### src/rtl/qreg_pkg.sv
// qreg_pkg: shared types and constants for the register read multiplexer.
//   qreg_state_e  - read-path FSM state encoding
//   COLL_W        - width of the saturating collision counter
//   TMO_W         - width of the WAIT-state timeout counter
//   TMO_DEFAULT   - default WAIT-state timeout in cycles
//   idx_width()   - index width for an N-entry select (at least 1 bit)
package qreg_pkg;

    typedef enum logic {
        ST_IDLE = 1'b0,
        ST_WAIT = 1'b1
    } qreg_state_e;

    localparam int COLL_W      = 8;
    localparam int TMO_W       = 8;
    localparam int TMO_DEFAULT = 255;

    function automatic int idx_width(input int n);
        return (n > 1) ? $clog2(n) : 1;
    endfunction

endpackage

### src/rtl/qreg_prio_enc.sv
// qreg_prio_enc: lowest-index-wins priority encoder.
//   req_i    [N-1:0]  request / match vector
//   idx_o    [IW-1:0] index of the lowest set bit (0 when none set)
//   onehot_o [N-1:0]  one-hot of the lowest set bit (0 when none set)
//   any_o             at least one bit set
//   multi_o           two or more bits set
module qreg_prio_enc
    import qreg_pkg::*;
#(
    parameter  int N  = 5,
    localparam int IW = idx_width(N)
) (
    input  logic [N-1:0]  req_i,
    output logic [IW-1:0] idx_o,
    output logic [N-1:0]  onehot_o,
    output logic          any_o,
    output logic          multi_o
);

    // Scan from the top down so the last (lowest) set bit wins.
    always_comb begin
        idx_o = '0;
        for (int i = N - 1; i >= 0; i--) begin
            if (req_i[i]) idx_o = IW'(i);
        end
    end

    // x & -x isolates the lowest set bit; x & (x-1) clears it.
    assign onehot_o = req_i & (~req_i + N'(1));
    assign any_o    = |req_i;
    assign multi_o  = |(req_i & (req_i - N'(1)));

endmodule

### src/rtl/qreg_mux.sv
// qreg_mux: register read-data multiplexer between a bus slave FSM and
// NDEV register-owning channels (channel 0 is the config block).
//   clk            single clock, rising edge
//   reset_n        synchronous active-low reset
//   dev_match      per-channel address-match flags
//   dev_rdata      per-channel read data, channel i at [i*DW +: DW]
//   dev_ready      per-channel read-data-valid
//   rd_req         single-cycle read-start pulse
//   clr_stats      clears collision_cnt
//   addr_match     OR of dev_match (combinational)
//   dev_rd_strobe  one-hot read strobe, asserted in the accepting cycle
//   rd_ack         single-cycle completion pulse
//   rd_err         qualifies rd_ack, high on timeout
//   rd_data        registered read data, held until the next completion
//   collision_cnt  saturating count of reads accepted with multiple matches
//
// state   | meaning
// --------+---------------------------------------------------------------
// ST_IDLE | waiting for rd_req with an address match
// ST_WAIT | strobe issued; waiting for dev_ready[sel], timeout or abort
module qreg_mux
    import qreg_pkg::*;
#(
    parameter int NDEV = 5,
    parameter int DW   = 16,
    parameter int TMO  = TMO_DEFAULT
) (
    input  logic               clk,
    input  logic               reset_n,
    input  logic [NDEV-1:0]    dev_match,
    input  logic [NDEV*DW-1:0] dev_rdata,
    input  logic [NDEV-1:0]    dev_ready,
    input  logic               rd_req,
    input  logic               clr_stats,
    output logic               addr_match,
    output logic [NDEV-1:0]    dev_rd_strobe,
    output logic               rd_ack,
    output logic               rd_err,
    output logic [DW-1:0]      rd_data,
    output logic [COLL_W-1:0]  collision_cnt
);

    localparam int              IW       = idx_width(NDEV);
    localparam logic [TMO_W-1:0] TMO_LAST = TMO_W'(TMO - 1);

    qreg_state_e        state_q, state_d;
    logic [IW-1:0]      sel_q, sel_d;
    logic [TMO_W-1:0]   cnt_q, cnt_d;
    logic               ack_q, ack_d;
    logic               err_q, err_d;
    logic [DW-1:0]      data_q, data_d;
    logic [COLL_W-1:0]  coll_q, coll_d;

    logic [IW-1:0]      enc_idx;
    logic [NDEV-1:0]    enc_onehot;
    logic               enc_any;
    logic               enc_multi;
    logic               accept;
    logic [DW-1:0]      sel_rdata;

    qreg_prio_enc #(.N(NDEV)) u_prio_enc (
        .req_i    (dev_match),
        .idx_o    (enc_idx),
        .onehot_o (enc_onehot),
        .any_o    (enc_any),
        .multi_o  (enc_multi)
    );

    assign addr_match = enc_any;
    assign accept     = (state_q == ST_IDLE) && rd_req && enc_any;
    assign sel_rdata  = dev_rdata[int'(sel_q) * DW +: DW];

    always_comb begin
        state_d       = state_q;
        sel_d         = sel_q;
        cnt_d         = cnt_q;
        ack_d         = 1'b0;
        err_d         = 1'b0;
        data_d        = data_q;
        dev_rd_strobe = '0;

        unique case (state_q)
            ST_IDLE: begin
                if (accept) begin
                    sel_d   = enc_idx;
                    cnt_d   = '0;
                    state_d = ST_WAIT;
                    // Strobe is combinational so the channel sees it in the
                    // request cycle; gate it so reset forces it low.
                    dev_rd_strobe = enc_onehot & {NDEV{reset_n}};
                end
            end
            ST_WAIT: begin
                if (!dev_match[sel_q]) begin
                    // Master abandoned the bus cycle: drop it silently.
                    state_d = ST_IDLE;
                end else if (dev_ready[sel_q]) begin
                    // Ready is checked before timeout so it wins a tie.
                    ack_d   = 1'b1;
                    data_d  = sel_rdata;
                    state_d = ST_IDLE;
                end else if (cnt_q == TMO_LAST) begin
                    ack_d   = 1'b1;
                    err_d   = 1'b1;
                    data_d  = '1;
                    state_d = ST_IDLE;
                end else begin
                    cnt_d = cnt_q + TMO_W'(1);
                end
            end
            default: state_d = ST_IDLE;
        endcase
    end

    always_comb begin
        coll_d = coll_q;
        if (clr_stats) begin
            coll_d = '0;
        end else if (accept && enc_multi && (coll_q != '1)) begin
            coll_d = coll_q + COLL_W'(1);
        end
    end

    always_ff @(posedge clk) begin
        if (!reset_n) begin
            state_q <= ST_IDLE;
            sel_q   <= '0;
            cnt_q   <= '0;
            ack_q   <= 1'b0;
            err_q   <= 1'b0;
            data_q  <= '0;
            coll_q  <= '0;
        end else begin
            state_q <= state_d;
            sel_q   <= sel_d;
            cnt_q   <= cnt_d;
            ack_q   <= ack_d;
            err_q   <= err_d;
            data_q  <= data_d;
            coll_q  <= coll_d;
        end
    end

    assign rd_ack        = ack_q;
    assign rd_err        = err_q;
    assign rd_data       = data_q;
    assign collision_cnt = coll_q;

endmodule

### config.mk
export PLATFORM = sky130hd
export DESIGN_NAME = qreg_mux
export DESIGN_NICKNAME = d
export VERILOG_FILES = /design/src/rtl/qreg_pkg.sv /design/src/rtl/qreg_prio_enc.sv /design/src/rtl/qreg_mux.sv
export SDC_FILE = /design/constraint.sdc
export NUM_CORES = 1
export LEC_CHECK = 0
export CAP_MARGIN = 20
export CORE_MARGIN = 1.5
export CORE_UTILIZATION = 35
export CTS_CLUSTER_DIAMETER = 120
export DETAILED_ROUTE_END_ITERATION = 7
export PLACE_DENSITY_LB_ADDON = 0.05
export SLEW_MARGIN = 25
export SYNTH_ARGS = -nofsm -noshare
export SYNTH_HDL_FRONTEND = slang
export SYNTH_SLANG_ARGS = --single-unit
### constraint.sdc
create_clock -name clk -period 5.39 [get_ports clk]
set_clock_uncertainty 0.1 [all_clocks]
set_input_delay 0.8085 -clock clk [delete_from_list [all_inputs] [get_ports clk]]
set_output_delay 0.8085 -clock clk [all_outputs]
set_load 0.005 [all_outputs]
==> qor.yml <==
netlist_area_um2: 2516
power_frac_comb: 0.277
synth.most_common_cell: "dfxtp_1"
post-cts-setup-buffers: 0
n_antenna_cell: 0
clockBufferDepth: 2
dpl.hpwl_mm: 5.416
io_buffers: 125
ant_nets: 0
drtPass1Iterations: 4
gp_congestion: 0.7733
cp-end-kind: "output pin"
r2r-start: "sel_q[1]"
yosysTopAreaCellShare: 0.3023
finalNonFillerCells: 467
via_per_inst: 5.173
seq_power_share: 0.448
place_area_um2: 3811
cts_tree: "built"
fin_util: 0.5661
p_int_uw: 496.5
grt_usage: 0.1907
synth_seq_area_share: 0.3023
synth_cell_types: 56
maxSlewHeadroom: 0.4484
worstHoldPathCells: 2
reg2reg_depth: 5
post-route-drc-count: 0
nets: 468
min_to: "rd_data[1]"
rows: 30
synth_area_per_cell_um2: 9.945
power.density_nw_per_um2: 173.2
ctsResizeCount: 0
wl_per_cell_um: 15.82
yosysTopAreaCell: "dfxtp_1"
die_w_um: 87.79
synth_ff_type: "dfxtp_1"
synthCells: 253
worstHoldStart: "rd_data[1]"
hold_buffers: 0
period_share: 0.7144
cts_root_buffer: "clkbuf_8"
totalPowerFinal_uw: 673.4
cts_sinks: 38
clockPowerShare: 0.275
setup_viol: 0
dp.cells: 460
core-area_um2: 6869
grt_max_degree: 28
power_switching_uw: 176.9
cts_max_level: 2
num_io_pins: 126
postSynth.asyncResetShare: 0
fillerInstances: 656
ys_top_cells_by_area: "dfxtp_1 (30%), mux4_2 (14%), a22oi_1 (4.8%)"
critPathKind: "primary input to output pin"
slew_violations: 0
hold_path_class: "flip-flop to flip-flop"
start_util: 0.3663
grt_pass1_vias: 2317
antenna_found_initial: 0
status: "finished clean"
tns_ns: 0
reg2reg_to: "rd_data[14]"
grt.overflow.total: 0
grt_pass1_wl_mm: 11.56
ys_ff_latch: 38
area_growth_pct: 54.55
insertion_delay_ns: 0.28
die-height_um: 87.79
swShare: 0.2627
cp_data_arrival_time_ns: 2.94
drive_above_1_share: 0.1348
drtIter0Drc: 85
cp-start-kind: "primary input"
numCtsBuffers: 5
design_area_um2: 3889
finalCriticalPeriod_ns: 3.851
path_clk_slew_ns: 0.07
p_leak_uw: 0.001275
ys_top_cells_by_count: "dfxtp_1 (38), nor2_1 (31), a22oi_1 (16), mux4_2 (16), nand2_1 (15)"
finalHoldViolations: 0
drt_wl_total_mm: 7.387
drv_cap: 0
peakVddDrop_v: 0.0001083
syn_nets: 350
dieArea_um2: 7707
reg2reg_slack_ns: 2.62
vias: 2416
critPathMaxFanout: 14
cp.required_ns: 4.48
synth_edf_count: 0
tightest_slew_ns: 0.8265
rsz0062_at_grt: "false"
ys_warn_count: 0
fmaxAchievable_ghz: 0.2597
-- worst max-delay path: stages --
cell             delay, ns
clkdlybuf4s50_1       0.45
nor2b_1               0.46
o21ai_2               0.09
buf_4                 0.20
nor4b_1               0.36
clkdlybuf4s50_1       0.57
-- worst max-delay path by stage --
stage,slack (ns),from,cells after the start,to
global placement,1.56,rd_req,6,dev_rd_strobe[3]
floorplan,2.52,dev_match[2],5,dev_rd_strobe[4]
CTS,1.53,rd_req,6,dev_rd_strobe[3]
detailed placement,1.56,rd_req,6,dev_rd_strobe[3]
global route,1.47,rd_req,6,dev_rd_strobe[3]
finish,1.54,rd_req,6,dev_rd_strobe[3]
-- logic make-up (layout without fill, tap and decap cells) --
logic type / Yosys count / after routing / share of synthesized area
muxes: 22 / 22 / 0.1676
and+or+nand+nor: 100 / 100 / 0.2218
AOI/OAI and AO/OA: 60 / 60 / 0.2223
adders and majority gates: 4 / 4 / 0.01890
DFF: 38 / 38 / 0.3023
xor gates and xnor gates: 5 / 5 / 0.01740
buffers and inverters: 24 / 142 / 0.04972
-- power by group through the flow --
stage	registers, µW	logic [µW]	clock network, µW
floorplan	302	92.3	0
global route	303	202	204
finish	302	186	185
global placement	308	186	0
detailed placement	309	188	0
CTS	302	189	191
-- final cells by class --
| cell class | instances | area (µm²) | share of cell area |
|---|---|---|---|
| inverters | 7 | 26.28 | 0.006757 |
| well taps | 96 | 120.1 | 0.03089 |
| repair buffers | 128 | 1274 | 0.3275 |
| clock buffers | 7 | 76.32 | 0.01963 |
| flip-flops and latches | 38 | 762.0 | 0.1959 |
| multi-input cells | 191 | 1630 | 0.4192 |
-- layout by cell type (no fill, tap or decap), types with 4 or more instances in the layout --
cell and instances:
a22oi_1 16, mux2i_1 5, nor4_1 4, nand2_1 15
a211oi_2 9, nand3_1 13, a211oi_1 9, nor2_1 31
dfxtp_1 37, a21oi_1 5, xnor2_1 5, mux4_2 16
clkbuf_8 5, nand3b_1 4, clkdlybuf4s50_1 125, inv_1 6
-- metal layers --
layer,GRT usage,wire length [µm],up-vias,part of all wire
li1,-,-,1220,-
met1,0.2444,3443,1116,0.47
met2,0.3206,3286,78,0.44
met3,0.04807,608,2,0.082
met4,0.04762,49,0,0.0066
met5,0,0,-,0
-- flip-flops by register name, indices dropped and copies added (netlist names) --
signal,flops
sel_q,3
rd_err,1
collision_cnt,8
rd_data,16
cnt_q,8
rd_ack,1
state_q,1
-- metrics by stage --
step                      hold slack, ns  setup slack [ns]
after detailed placement          0.3907             1.560
final                             0.3980             1.539
after floorplan                   0.3785             2.517
after CTS                         0.3977             1.533
after global placement            0.3807             1.565
after global routing              0.4165             1.470
No activity file was read; power rests on OpenSTA's default activity.
